$ cat config.mk
export PLATFORM = sky130hd
export DESIGN_NAME = ddr3_rd_arbiter
export DESIGN_NICKNAME = d
export VERILOG_FILES = /design/src/rtl/ddr3_rd_arbiter.sv
export SDC_FILE = /design/constraint.sdc
export NUM_CORES = 1
export LEC_CHECK = 0
export ABC_AREA = 1
export CAP_MARGIN = 20
export CORE_AREA = 10 10 324 326
export DETAILED_ROUTE_END_ITERATION = 8
export DIE_AREA = 0 0 334 336
export GPL_TIMING_DRIVEN = 0
export PLACE_DENSITY = 0.31
export SYNTH_ARGS = -nofsm -noshare
export SYNTH_HDL_FRONTEND = slang
export SYNTH_SLANG_ARGS = --single-unit
$ cat constraint.sdc
create_clock -name ddr_emif_clk -period 5.5 [get_ports ddr_emif_clk]
set_input_delay 0.825 -clock ddr_emif_clk [delete_from_list [all_inputs] [get_ports ddr_emif_clk]]
set_output_delay 0.825 -clock ddr_emif_clk [all_outputs]
set_load 0.02 [all_outputs]
$ cat src/rtl/ddr3_rd_arbiter.sv
// Shares the DDR3 EMIF read port between two read masters; a tag FIFO routes returned beats to their owner.
// Build option: DDR3_ARB_FIXED_PRIO_EN gives req0 strict priority instead of round robin.
module ddr3_rd_arbiter #(
    parameter int ADDR_W    = 22,
    parameter int DATA_W    = 256,
    parameter int BURST_W   = 5,
    parameter int TAG_DEPTH = 8
) (
    input  logic               ddr_emif_clk,
    input  logic               ddr_emif_rst_n,
    input  logic               req0_read,
    input  logic [ADDR_W-1:0]  req0_addr,
    input  logic [BURST_W-1:0] req0_burst_count,
    output logic               req0_ready,
    output logic [DATA_W-1:0]  req0_rddata,
    output logic               req0_rddata_valid,
    input  logic               req1_read,
    input  logic [ADDR_W-1:0]  req1_addr,
    input  logic [BURST_W-1:0] req1_burst_count,
    output logic               req1_ready,
    output logic [DATA_W-1:0]  req1_rddata,
    output logic               req1_rddata_valid,
    input  logic               ddr_emif_ready,
    output logic               ddr_emif_read,
    output logic [ADDR_W-1:0]  ddr_emif_addr,
    output logic [BURST_W-1:0] ddr_emif_burst_count,
    input  logic [DATA_W-1:0]  ddr_emif_read_data,
    input  logic               ddr_emif_rddata_valid,
    output logic               arb_err_unexpected
);
    // state     | meaning
    // ARB_IDLE  | no command on EMIF; arbitrate when a request and a free tag exist
    // ARB_ISSUE | command held on EMIF until ddr_emif_ready accepts it
    localparam logic [0:0] ARB_IDLE  = 1'b0;
    localparam logic [0:0] ARB_ISSUE = 1'b1;
    localparam int PTR_W = $clog2(TAG_DEPTH);

    logic [0:0]         state;
    logic               grant_id;
    logic               winner;
    logic               any_req;
    logic               accept;
    logic               pop;
    logic               fifo_full;
    logic               fifo_empty;
    logic               head_id;
    logic               beat_ok;
    logic [PTR_W-1:0]   wr_ptr;
    logic [PTR_W-1:0]   rd_ptr;
    logic [PTR_W:0]     count;
    logic [BURST_W-1:0] beat_cnt;
    logic [BURST_W-1:0] head_len;
    logic               tag_id    [TAG_DEPTH];
    logic [BURST_W-1:0] tag_burst [TAG_DEPTH];

    assign any_req = req0_read | req1_read;

`ifdef DDR3_ARB_FIXED_PRIO_EN
    assign winner = ~req0_read;
`else
    logic rr_ptr;

    assign winner = (req0_read & req1_read) ? rr_ptr : req1_read;

    always_ff @(posedge ddr_emif_clk or negedge ddr_emif_rst_n) begin
        if (!ddr_emif_rst_n) begin
            rr_ptr <= 1'b0;
        end else if (accept) begin
            rr_ptr <= ~grant_id;
        end
    end
`endif

    assign accept     = (state == ARB_ISSUE) & ddr_emif_read & ddr_emif_ready;
    assign req0_ready = accept & ~grant_id;
    assign req1_ready = accept & grant_id;

    assign fifo_full  = (count == (PTR_W+1)'(TAG_DEPTH));
    assign fifo_empty = (count == '0);
    assign head_id    = tag_id[rd_ptr];
    assign head_len   = (tag_burst[rd_ptr] == '0) ? BURST_W'(1) : tag_burst[rd_ptr];
    assign beat_ok    = ddr_emif_rddata_valid & ~fifo_empty;
    assign pop        = beat_ok & (beat_cnt == head_len - BURST_W'(1));

    assign req0_rddata       = ddr_emif_read_data;
    assign req1_rddata       = ddr_emif_read_data;
    assign req0_rddata_valid = beat_ok & ~head_id;
    assign req1_rddata_valid = beat_ok & head_id;

    always_ff @(posedge ddr_emif_clk or negedge ddr_emif_rst_n) begin
        if (!ddr_emif_rst_n) begin
            state                <= ARB_IDLE;
            grant_id             <= 1'b0;
            ddr_emif_read        <= 1'b0;
            ddr_emif_addr        <= '0;
            ddr_emif_burst_count <= '0;
        end else begin
            case (state)
                ARB_IDLE: begin
                    if (any_req && !fifo_full) begin
                        grant_id             <= winner;
                        ddr_emif_read        <= 1'b1;
                        ddr_emif_addr        <= winner ? req1_addr : req0_addr;
                        ddr_emif_burst_count <= winner ? req1_burst_count : req0_burst_count;
                        state                <= ARB_ISSUE;
                    end
                end
                default: begin
                    if (accept) begin
                        ddr_emif_read <= 1'b0;
                        state         <= ARB_IDLE;
                    end
                end
            endcase
        end
    end

    // Tag storage needs no reset: entries are only read while count says they are valid.
    always_ff @(posedge ddr_emif_clk) begin
        if (accept) begin
            tag_id[wr_ptr]    <= grant_id;
            tag_burst[wr_ptr] <= ddr_emif_burst_count;
        end
    end

    always_ff @(posedge ddr_emif_clk or negedge ddr_emif_rst_n) begin
        if (!ddr_emif_rst_n) begin
            wr_ptr             <= '0;
            rd_ptr             <= '0;
            count              <= '0;
            beat_cnt           <= '0;
            arb_err_unexpected <= 1'b0;
        end else begin
            if (accept) begin
                wr_ptr <= wr_ptr + PTR_W'(1);
            end
            if (pop) begin
                rd_ptr <= rd_ptr + PTR_W'(1);
            end
            if (accept && !pop) begin
                count <= count + (PTR_W+1)'(1);
            end else if (pop && !accept) begin
                count <= count - (PTR_W+1)'(1);
            end
            if (beat_ok) begin
                beat_cnt <= pop ? '0 : beat_cnt + BURST_W'(1);
            end
            if (ddr_emif_rddata_valid && fifo_empty) begin
                arb_err_unexpected <= 1'b1;
            end
        end
    end

endmodule

## Word level (Yosys, flattened, before mapping)

Memories as Yosys holds them, arrays and structs flattened.
Cells that the tools add are included.

- Memories: 2
- Memory bits (writable): 48
- Bits in latches: 0
- Register bits after elaboration: 47
- Memory bits (read-only): 0
- Input port bits: 316

- Reductions and logical operators: 13
- Muxes and demuxes: 15
- Shift-type cells: 0
- Divide/modulo/power cells: 0
- Bitwise logic cells: 14
- Magnitude comparators: 0
- Multipliers: 0
- Equal/unequal tests: 3
- Add/subtract/negate cells: 6

Memories:

| name | words | bits a word | read ports | clocked after memory_dff | wr ports | RTL line | source |
|---|---|---|---|---|---|---|---|
| tag_burst | 8 | 5 | 1 | 0 | 1 | 54 | `logic [BURST_W-1:0] tag_burst [TAG_DEPTH];` |
| tag_id | 8 | 1 | 1 | 0 | 1 | 53 | `logic tag_id [TAG_DEPTH];` |

Operator list:

| operator | number |
|---|---|
| $mux W22 | 1 |
| $mux W5 | 3 |
| $and A1 B1 Y1 | 9 |
| $mux W1 | 9 |
| $mux W4 | 2 |
| $add A3 B1 Y3 const B | 2 |
| $add A5 B1 Y5 const B | 1 |
| $eq A5 B5 Y1 | 1 |
| $logic_not A5 Y1 | 1 |
| $sub A5 B1 Y5 const B | 1 |
| $add A4 B1 Y4 const B | 1 |
| $eq A4 B4 Y1 const B | 1 |
| $logic_and A1 B1 Y1 | 4 |
| $logic_not A4 Y1 | 1 |
| $not A1 Y1 | 4 |
| $reduce_and A2 Y1 | 2 |
| $reduce_bool A2 Y1 | 2 |
| $sub A4 B1 Y4 const B | 1 |
| $logic_not A1 Y1 | 3 |
| $ne A2 B1 Y1 const B | 1 |
| $or A1 B1 Y1 | 1 |

## Longest topological paths before layout

An unclocked memory read counts as a cell.

- Depth in word-level cells: 9
- Gate-level depth with buffers: 29
- Depth with buffers taken out: 28

## Worst setup path after synthesis

OpenSTA, ideal clock, no wires.

- Path type: flip-flop to flip-flop
- Start point: reg rd_ptr[0]
- End point: reg count[3]
- Period minus slack after synthesis: 3.540 ns
- Setup time: 0.121 ns
- Buffers on the path: 2
- Arrival: 3.418 ns
- Cell stages (with the launch flop): 30
- Path slack: 1.960 ns
- Cells stage by stage: dfrtp_1 > buf_6 > inv_4 > buf_6 > nand2_1 > nand3_1 > nand2_1 > nand2_1 > nand2_1 > nor2_1 > nand2_1 > nand2_1 > inv_1 > ha_1 > xnor2_1 > nor2_1 > nand2_1 > nor2_1 > nand3_1 > nor2_4 > nand2_4 > ha_1 > inv_1 > ha_1 > a21o_1 > a21oi_1 > nor2_1 > nor2_1 > nand2_1 > xor2_1

- Cells in the longest elaborated chain, start to end: 9
- Elaborated cells on any way between the ends: 11
- Classes of those cells: add/sub (1); eq/ne (1); mux (2); bitwise (1); reduce/logical (5); memory (1)

Ends and longest elaborated chain:

| element | RTL line | source |
|---|---|---|
| start, declared | 49 | `logic [PTR_W-1:0] rd_ptr;` |
| start signal, assigned | 138 | `rd_ptr <= rd_ptr + PTR_W'(1);` |
| $mem_v2 Z8 W5 * | n/a |  |
| $logic_not A5 Y1 | 81 | `assign head_len = (tag_burst[rd_ptr] == '0) ? BURST_W'(1) : tag_burst[rd_ptr];` |
| $mux W5 * | 81 |  |
| $sub A5 B1 Y5 * | 83 | `assign pop = beat_ok & (beat_cnt == head_len - BURST_W'(1));` |
| $eq A5 B5 Y1 * | 83 |  |
| $and A1 B1 Y1 * | 83 |  |
| $logic_not A1 Y1 | 140 | `if (accept && !pop) begin` |
| $logic_and A1 B1 Y1 | 140 |  |
| $mux W4 or $reduce_bool A2 Y1 (tied branches) | n/a |  |
| end signal, assigned | 141 | `count <= count + (PTR_W+1)'(1);` |
| end signal, assigned | 143 | `count <= count - (PTR_W+1)'(1);` |
| end, declared | 50 | `logic [PTR_W:0] count;` |

Mark *: on every way between the ends. The rest lies on a longest branch, timed or not.
A chain may end at the register's enable or synchronous reset.

## Final worst setup path

Ends and elaborated chain as after synthesis.

==> metrics.yaml <==
status: "completed"
slew_violations: 0
yosys_warnings: 0
drt_iter0_drc: 274
start_kind: "flop"
rsz0062_at_grt: "no"
endpoint_kind: "flop"
ctsResizeCount: 0
timing_worst_setup_path_type: "flop to flop"
grt_remaining_overflow: 0
routedWlPerCell_um: 15.95
die_w_um: 334
async_reset_ff_share_pct: 49.47
cpMaxStageDelayCell: "dfrtp_1"
min_path_type: "flop to flop"
dpl.hpwl_um: 42990
synth_flop_cell: "edfxtp_1"
antenna_found_initial: 2
yosysMostFrequentCell: "buf_4"
powerDensity_nw_per_um2: 267.9
slowest_delay_ps: 400
cp_max_fo: 10
firstDrtPassIters: 4
vias_per_cell: 2.661
timing.final.crit_share_pct: 75.40
required_ps: 5730
cp_data_arrival_time_ps: 4380
layout-drive-gt1-share_pct: 33.53
clock_sinks: 95
synth_edf_count: 48
ant_nets: 0
r2r-end: "count[3]$_DFFE_PN0P_"
finalCriticalPeriod_ps: 4147
yosysSeqAreaShare_pct: 30.84
nNetsFinal: 1974
multi_input_area_sq_um: 1622
grt_pass1_wl_um: 62590
cts_setup_buffers: 0
io_pins: 861
clockRootBuffer: "clkbuf_16"
setup_viol: 0
critical_path.most_common_cell: "nand2_1"
rows: 115
holdWs_ps: 479.8
cts_buffers: 9
r2r-start: "rd_ptr[0]$_DFFE_PN0N_"
avgSynthCellArea_sq_um: 8.209
fp.dieArea_sq_um: 112200
post-route-drc-count: 0
start_util_pct: 8.650
skew_ps: 8.698
vias: 7831
tightest_slew_ps: 1013
fmax_ghz: 0.2411
grt_pass1_vias: 8032
crit_end: "count[3]$_DFFE_PN0P_"
synth-seq-cells: 95
core_area_sq_um: 98130
syn_inst: 1034
clkTransAtPathRegs_ps: 70
startpoint: "rd_ptr[0]$_DFFE_PN0N_"
syn_to_final_growth_pct: 94.03
nFillCells: 11050
synth_cell_types: 33
synth_common_cells: "514 x buf_4, 153 x nand2_1, 80 x inv_1"
grt_usage_pct: 7.572
vdd_drop_max_mv: 0.1745
synth_fp_nets: 1358
gp_congestion: 0.7092
seqCellArea_sq_um: 2618
fin_tns_setup_ps: 0
p_leak_uw: 0.007230
cts_buffer_depth: 2
cts_htree_levels: 3
r2r_setup_slack_ps: 1350
hold_viol: 0
synthTopCellsByArea: "buf_4 45%, edfxtp_1 17%, dfrtp_1 14%"
clk_latency_ps: 350
place_ws_ps: 1322
r2r_cells: 29
cts_tree: "done"
relSlewSlack_pct: 31.78
wirelength_um: 46930
cap_violations: 0
cts_hold_buffers: 0
port_buffers: 604
synth_top_area_share_pct: 45.46
die_y_um: 336
yosysTopAreaCell: "buf_4"
fin_ws_ps: 1353
syn_area_sq_um: 8488
grt_max_degree: 25
==> power breakdown <==
part	switching [uW]	total, uW	internal [uW]	leakage, uW
clock network	297	659	362	0.000153
logic	1400	2550	1150	0.00607
registers	196	1200	1010	0.00101
==> cell usage in the layout, fill, tap and decap left out, drive strengths merged, types with 8 or more instances in the layout <==
cell type,synthesis,routed
buf,522,524
clkbuf,9,18
clkdlybuf4s50,0,603
dfrtp,47,47
edfxtp,48,48
inv,81,86
nand2,161,161
nand3,34,34
nor2,30,30
o21ai,68,68
xor2,8,8
==> kinds of logic after synthesis <==
group | after synthesis | share of synthesized area (%)
multiplexers | 1 | 0.1327
AO/OA/AOI/OAI | 77 | 4.702
adder cells (fa/ha/maj) | 8 | 1.268
flip-flops | 95 | 30.84
buffers and inverters | 612 | 50.06
XOR/XNOR | 12 | 1.680
AND/OR/NAND/NOR | 229 | 11.32
==> worst max-delay path: cells and delay by family, from the launching register on <==
family                     cells  cell delay [ps]
xor gates and xnor gates       2              260
adders and majority gates      3              780
and+or+nand+nor               17             1650
DFF                            1              400
buffers and inverters          5              600
AOI/OAI and AO/OA              2              330
==> sequential cells by signal (all words and copies together), names as in the netlist, 3 cells and up <==
name,count
tag_id,8
wr_ptr,3
rd_ptr,3
tag_burst,40
beat_cnt,5
ddr_emif_addr,22
ddr_emif_burst_count,5
count,4
==> stage by stage <==
stage                     utilization [%]  area (sq um)  cells  total power [uW]
final                               16.78         16470   2943              4412
after global routing                16.78         16470   2942              4763
after CTS                           16.78         16470   2942              4524
after detailed placement            16.47         16160   2926              3836
after global placement              16.45         16140   2925              3837
after floorplan                         -          8488   1034              2684
==> metal layers <==
metal  vias to the layer above  share of wire [%]  track usage [%]
li1                       3916                  -                -
met5                         -                  0                0
met2                       296                 57            14.78
met4                         0               0.44           0.7032
met3                        12                7.6            2.525
met1                      3607                 35            8.013
==> worst min-delay path by stage <==
stage	endpoint	depth (start not counted)	startpoint
2_1_floorplan	rr_ptr$_DFFE_PN0P_	2	rr_ptr$_DFFE_PN0P_
3_3_place_gp	arb_err_unexpected$_DFFE_PN0P_	1	arb_err_unexpected$_DFFE_PN0P_
3_5_place_dp	arb_err_unexpected$_DFFE_PN0P_	1	arb_err_unexpected$_DFFE_PN0P_
4_1_cts	arb_err_unexpected$_DFFE_PN0P_	1	arb_err_unexpected$_DFFE_PN0P_
5_1_grt	ddr_emif_addr[17]$_DFFE_PN0P_	2	ddr_emif_addr[17]$_DFFE_PN0P_
6_report	arb_err_unexpected$_DFFE_PN0P_	1	arb_err_unexpected$_DFFE_PN0P_
==> cell type report <==
cell class | count | area share (%)
Antenna cell | 1 | 0.01519
Clock buffer | 9 | 1.367
Sequential cell | 95 | 15.89
Inverter | 81 | 1.861
Timing Repair Buffer | 605 | 36.80
Buffer | 531 | 23.94
Tap cell | 1287 | 9.777
Clock inverter | 7 | 0.5014
Multi-Input combinational cell | 327 | 9.846
Note: power is estimated with default switching activity, not from simulation.
==> edit 1, RTL diff (same settings) <==
Put one more register stage on the output `arb_err_unexpected`, with the module's reset. The value now appears one clock later. The other outputs are not delayed to match.
--- a/src/rtl/ddr3_rd_arbiter.sv
+++ b/src/rtl/ddr3_rd_arbiter.sv
@@ -35,4 +35,6 @@
     localparam logic [0:0] ARB_ISSUE = 1'b1;
     localparam int PTR_W = $clog2(TAG_DEPTH);
+
+    logic arb_err_unexpected_s0;
 
     logic [0:0]         state;
@@ -130,5 +132,5 @@
             count              <= '0;
             beat_cnt           <= '0;
-            arb_err_unexpected <= 1'b0;
+            arb_err_unexpected_s0 <= 1'b0;
         end else begin
             if (accept) begin
@@ -147,6 +149,14 @@
             end
             if (ddr_emif_rddata_valid && fifo_empty) begin
-                arb_err_unexpected <= 1'b1;
+                arb_err_unexpected_s0 <= 1'b1;
             end
+        end
+    end
+
+    always_ff @(posedge ddr_emif_clk or negedge ddr_emif_rst_n) begin
+        if (!ddr_emif_rst_n) begin
+            arb_err_unexpected <= '0;
+        end else begin
+            arb_err_unexpected <= arb_err_unexpected_s0;
         end
     end
Function: changed (Yosys sat finds a counterexample within 4 cycles, from zero or initial values and one cycle with ddr_emif_rst_n low).
==> edit 1 against the original RTL <==
- die area is the same
- cell area hardly changed
- clock skew grew 0.0014 ns
- area after synthesis up 0.29%
- power down 0.81%
- count of clock-buffer cells in the layout is the same
- largest power group unchanged
- synthesized cell count barely moved
- sequential cell count is 1 higher
- worst setup slack better by 0.072 ns
- routed wire length up 1.9%
==> edit 1: results (changes against the original RTL) <==
p_leak_uw: 0.007223  # was 0.007230 uW
drt-initial-drc-count: 236  # was 274
arrival_ns: 4.31  # was 4.38 ns
ir_drop_mv: 0.1621  # was 0.1745 mV
multi_input_area_share: 0.09843  # was 0.09846
synth.area.top_cells: "buf_4, edfxtp_1, dfrtp_1"  # unchanged
min_path_cells: 0  # was 1
fin_cells: 2944  # was 2,943
fin_skew_ns: 0.01007  # was 0.008698 ns
grt_max_degree: 26  # was 25
gp_congestion: 0.7987  # was 0.7092
grt_pass1_vias: 8130  # was 8,032
nonClkBufAreaFrac: 0.6072  # was 0.6074
fin_nets: 1975  # was 1,974
viasPerCell: 2.659  # was 2.661
ys_async_sr_fraction: 0.5000  # was 0.4947
hold_end: "arb_err_unexpected$_DFF_PN0_"  # was arb_err_unexpected$_DFFE_PN0P_
fillers: 11120  # was 11,050
status: "finished clean"  # unchanged
dp_hpwl_um: 43740  # was 42,990 um
seqCellArea_sq_mm: 0.002643  # was 0.002618 sq mm
clkCellAreaFrac: 0.01747  # was 0.01869
min_from: "arb_err_unexpected_s0$_DFFE_PN0P_"  # was arb_err_unexpected$_DFFE_PN0P_
syn-num-nets: 1359  # was 1,358
antenna_found_initial: 4  # was 2
grt_usage: 0.07755  # was 0.07572
drive_above_1_share: 0.3351  # was 0.3353
wire_per_inst_um: 16.25  # was 15.95 um
[edit 1: changes by cell type after synthesis]
cell	unedited run	this run
dfrtp_1	47	48
[edit 1: power by group]
part	internal, uW	switching (uW)
clock	318	307
sequential	1020	197
combinational	1150	1380
[edit 1: cells by family after synthesis]
logic type,count (synthesis),synth area share
and+or+nand+nor,229,0.1129
muxes,1,0.001323
buffers and inverters,612,0.4991
adders and majority gates,8,0.01264
xor gates and xnor gates,12,0.01675
DFF,96,0.3104
AOI/OAI and AO/OA,77,0.04689
[edit 1: through the flow]
step           setup WS (ns)  hold slack, ns
6_report               1.425          0.3685
5_1_grt               0.8170          0.3861
4_1_cts                1.331          0.3716
3_5_place_dp           1.356          0.3552
3_3_place_gp           1.280          0.3586
2_1_floorplan          1.960          0.3484
[edit 1: per-layer routing]
| metal | wire length, um | GRT usage |
|---|---|---|
| met4 | 231 | 0.008267 |
| met5 | 0 | 0 |
| met3 | 3500 | 0.02571 |
| met1 | 17640 | 0.08430 |
| met2 | 26460 | 0.1482 |
==> edit 2, RTL diff (config.mk and constraints unchanged) <==
Made on the original files. `TAG_DEPTH`: 8 -> 16.
--- a/src/rtl/ddr3_rd_arbiter.sv
+++ b/src/rtl/ddr3_rd_arbiter.sv
@@ -5,5 +5,5 @@
     parameter int DATA_W    = 256,
     parameter int BURST_W   = 5,
-    parameter int TAG_DEPTH = 8
+    parameter int TAG_DEPTH = 16
 ) (
     input  logic               ddr_emif_clk,
Function: no difference found for any inputs over 4 cycles, from zero or initial values and one cycle with ddr_emif_rst_n low; that may be too few to reach the edited logic, so the function may still have changed.
==> edit 2 against the original RTL <==
- cell area grew 14%
- via count increased by 23%
- sequential cell count rose by 51
- synthesized cell count up 13%
- routed wire length is 94% higher
- first-iteration DRC count up 110%
- clock power rose by 68%
- non-clock buffer count increased by 9
- worst setup slack worse by 0.33 ns
- die area stayed put
- area after synthesis grew 24%
- count of clock-buffer cells in the layout grew 12
- power increased by 31%
- critical path type unchanged
- largest cell class unchanged
- highest routed layer is now met5
==> edit 2: results (changes against the original RTL) <==
worstMarginPinSlew_ns: 0.8913  # was 1.013 ns
via_count: 9654  # was 7,831
min_path_type: "input pin to async pin"  # was flip-flop to flip-flop
reg2reg_to: "count[4]$_DFFE_PN0P_"  # was count[3]$_DFFE_PN0P_
gp_congestion: 0.8645  # was 0.7092
timing.final.crit_share: 0.8132  # was 0.7540
status: "finished clean"  # unchanged
timing.reg2reg.setup_slack_ns: 1.03  # was 1.35 ns
crit_start: "rd_ptr[1]$_DFFE_PN0P_"  # was rd_ptr[0]$_DFFE_PN0N_
synth-edff-count: 96  # was 48
arrival_ns: 4.78  # was 4.38 ns
cts_buffers: 17  # was 9
drt-initial-drc-count: 571  # was 274
synth_compound_area_frac: 0.03557  # was 0.04702
wirelength_um: 90910  # was 46,930 um
grt_pass1_wl_um: 111200  # was 62,590 um
place_ws_ns: 0.9719  # was 1.322 ns
grt_max_degree: 36  # was 25
grt_pass1_vias: 9810  # was 8,032
firstDrtPassIters: 5  # was 4
synth_xor_area_frac: 0.008326  # was 0.01680
dpl_cell_area_sq_mm: 0.01819  # was 0.01616 sq mm
viasPerCell: 3.100  # was 2.661
swShare: 0.4232  # was 0.4282
dp_hpwl_um: 82880  # was 42,990 um
antenna_found_initial: 23  # was 2
syn_avg_cell_area_sq_um: 8.967  # was 8.209 sq um
worst_hold_slack_ns: 0.3203  # was 0.4798 ns
p_leak_uw: 0.008104  # was 0.007230 uW
ys_async_sr_fraction: 0.3425  # was 0.4947
clkLatencyLatePin_ns: 0.43  # was 0.35 ns
## edit 2: cell count changes after synthesis, moves of 10 or more
cell | unedited run | this run
nand2_1 | 153 | 188
mux2i_1 | 0 | 27
nor2_1 | 29 | 45
o21ai_0 | 66 | 51
nand3_1 | 32 | 57
edfxtp_1 | 48 | 96
buf_2 | 4 | 14
inv_1 | 80 | 62
## edit 2: routing by layer
layer	vias to the layer above	GRT usage	share of wire
li1	4502	-	-
met1	4521	0.1937	0.44
met5	-	0	0.0013
met4	20	0.03335	0.020
met2	555	0.2163	0.41
met3	56	0.09174	0.13
## edit 2: cell type report
| cell class | count | area [sq um] |
|---|---|---|
| Buffer | 540 | 3986 |
| Fill cell | 10920 | 79340 |
| Clock inverter | 11 | 77.57 |
| Clock buffer | 21 | 480.5 |
| Tap cell | 1287 | 1610 |
| Antenna cell | 17 | 42.54 |
| Sequential cell | 146 | 4134 |
| Multi-Input combinational cell | 420 | 2147 |
| Timing Repair Buffer | 605 | 6061 |
| Inverter | 67 | 251.5 |
## edit 2: worst max-delay path, delay by kind of cell (launching register included)
family | cells | cell delay, ns
flops | 1 | 0.40
fa+ha+maj | 3 | 0.78
compound gates | 2 | 0.39
simple gates | 14 | 1.56
buf+inv | 5 | 0.95
xor+xnor | 2 | 0.27
## edit 2: power groups by stage
| stage | clock (uW) | combinational, uW | sequential [uW] |
|---|---|---|---|
| global route | 1190 | 3190 | 1800 |
| finish | 1110 | 2900 | 1750 |
| detailed placement | 0 | 2960 | 1780 |
| global placement | 0 | 2980 | 1770 |
| floorplan | 0 | 1570 | 1790 |
| CTS | 1140 | 2970 | 1760 |
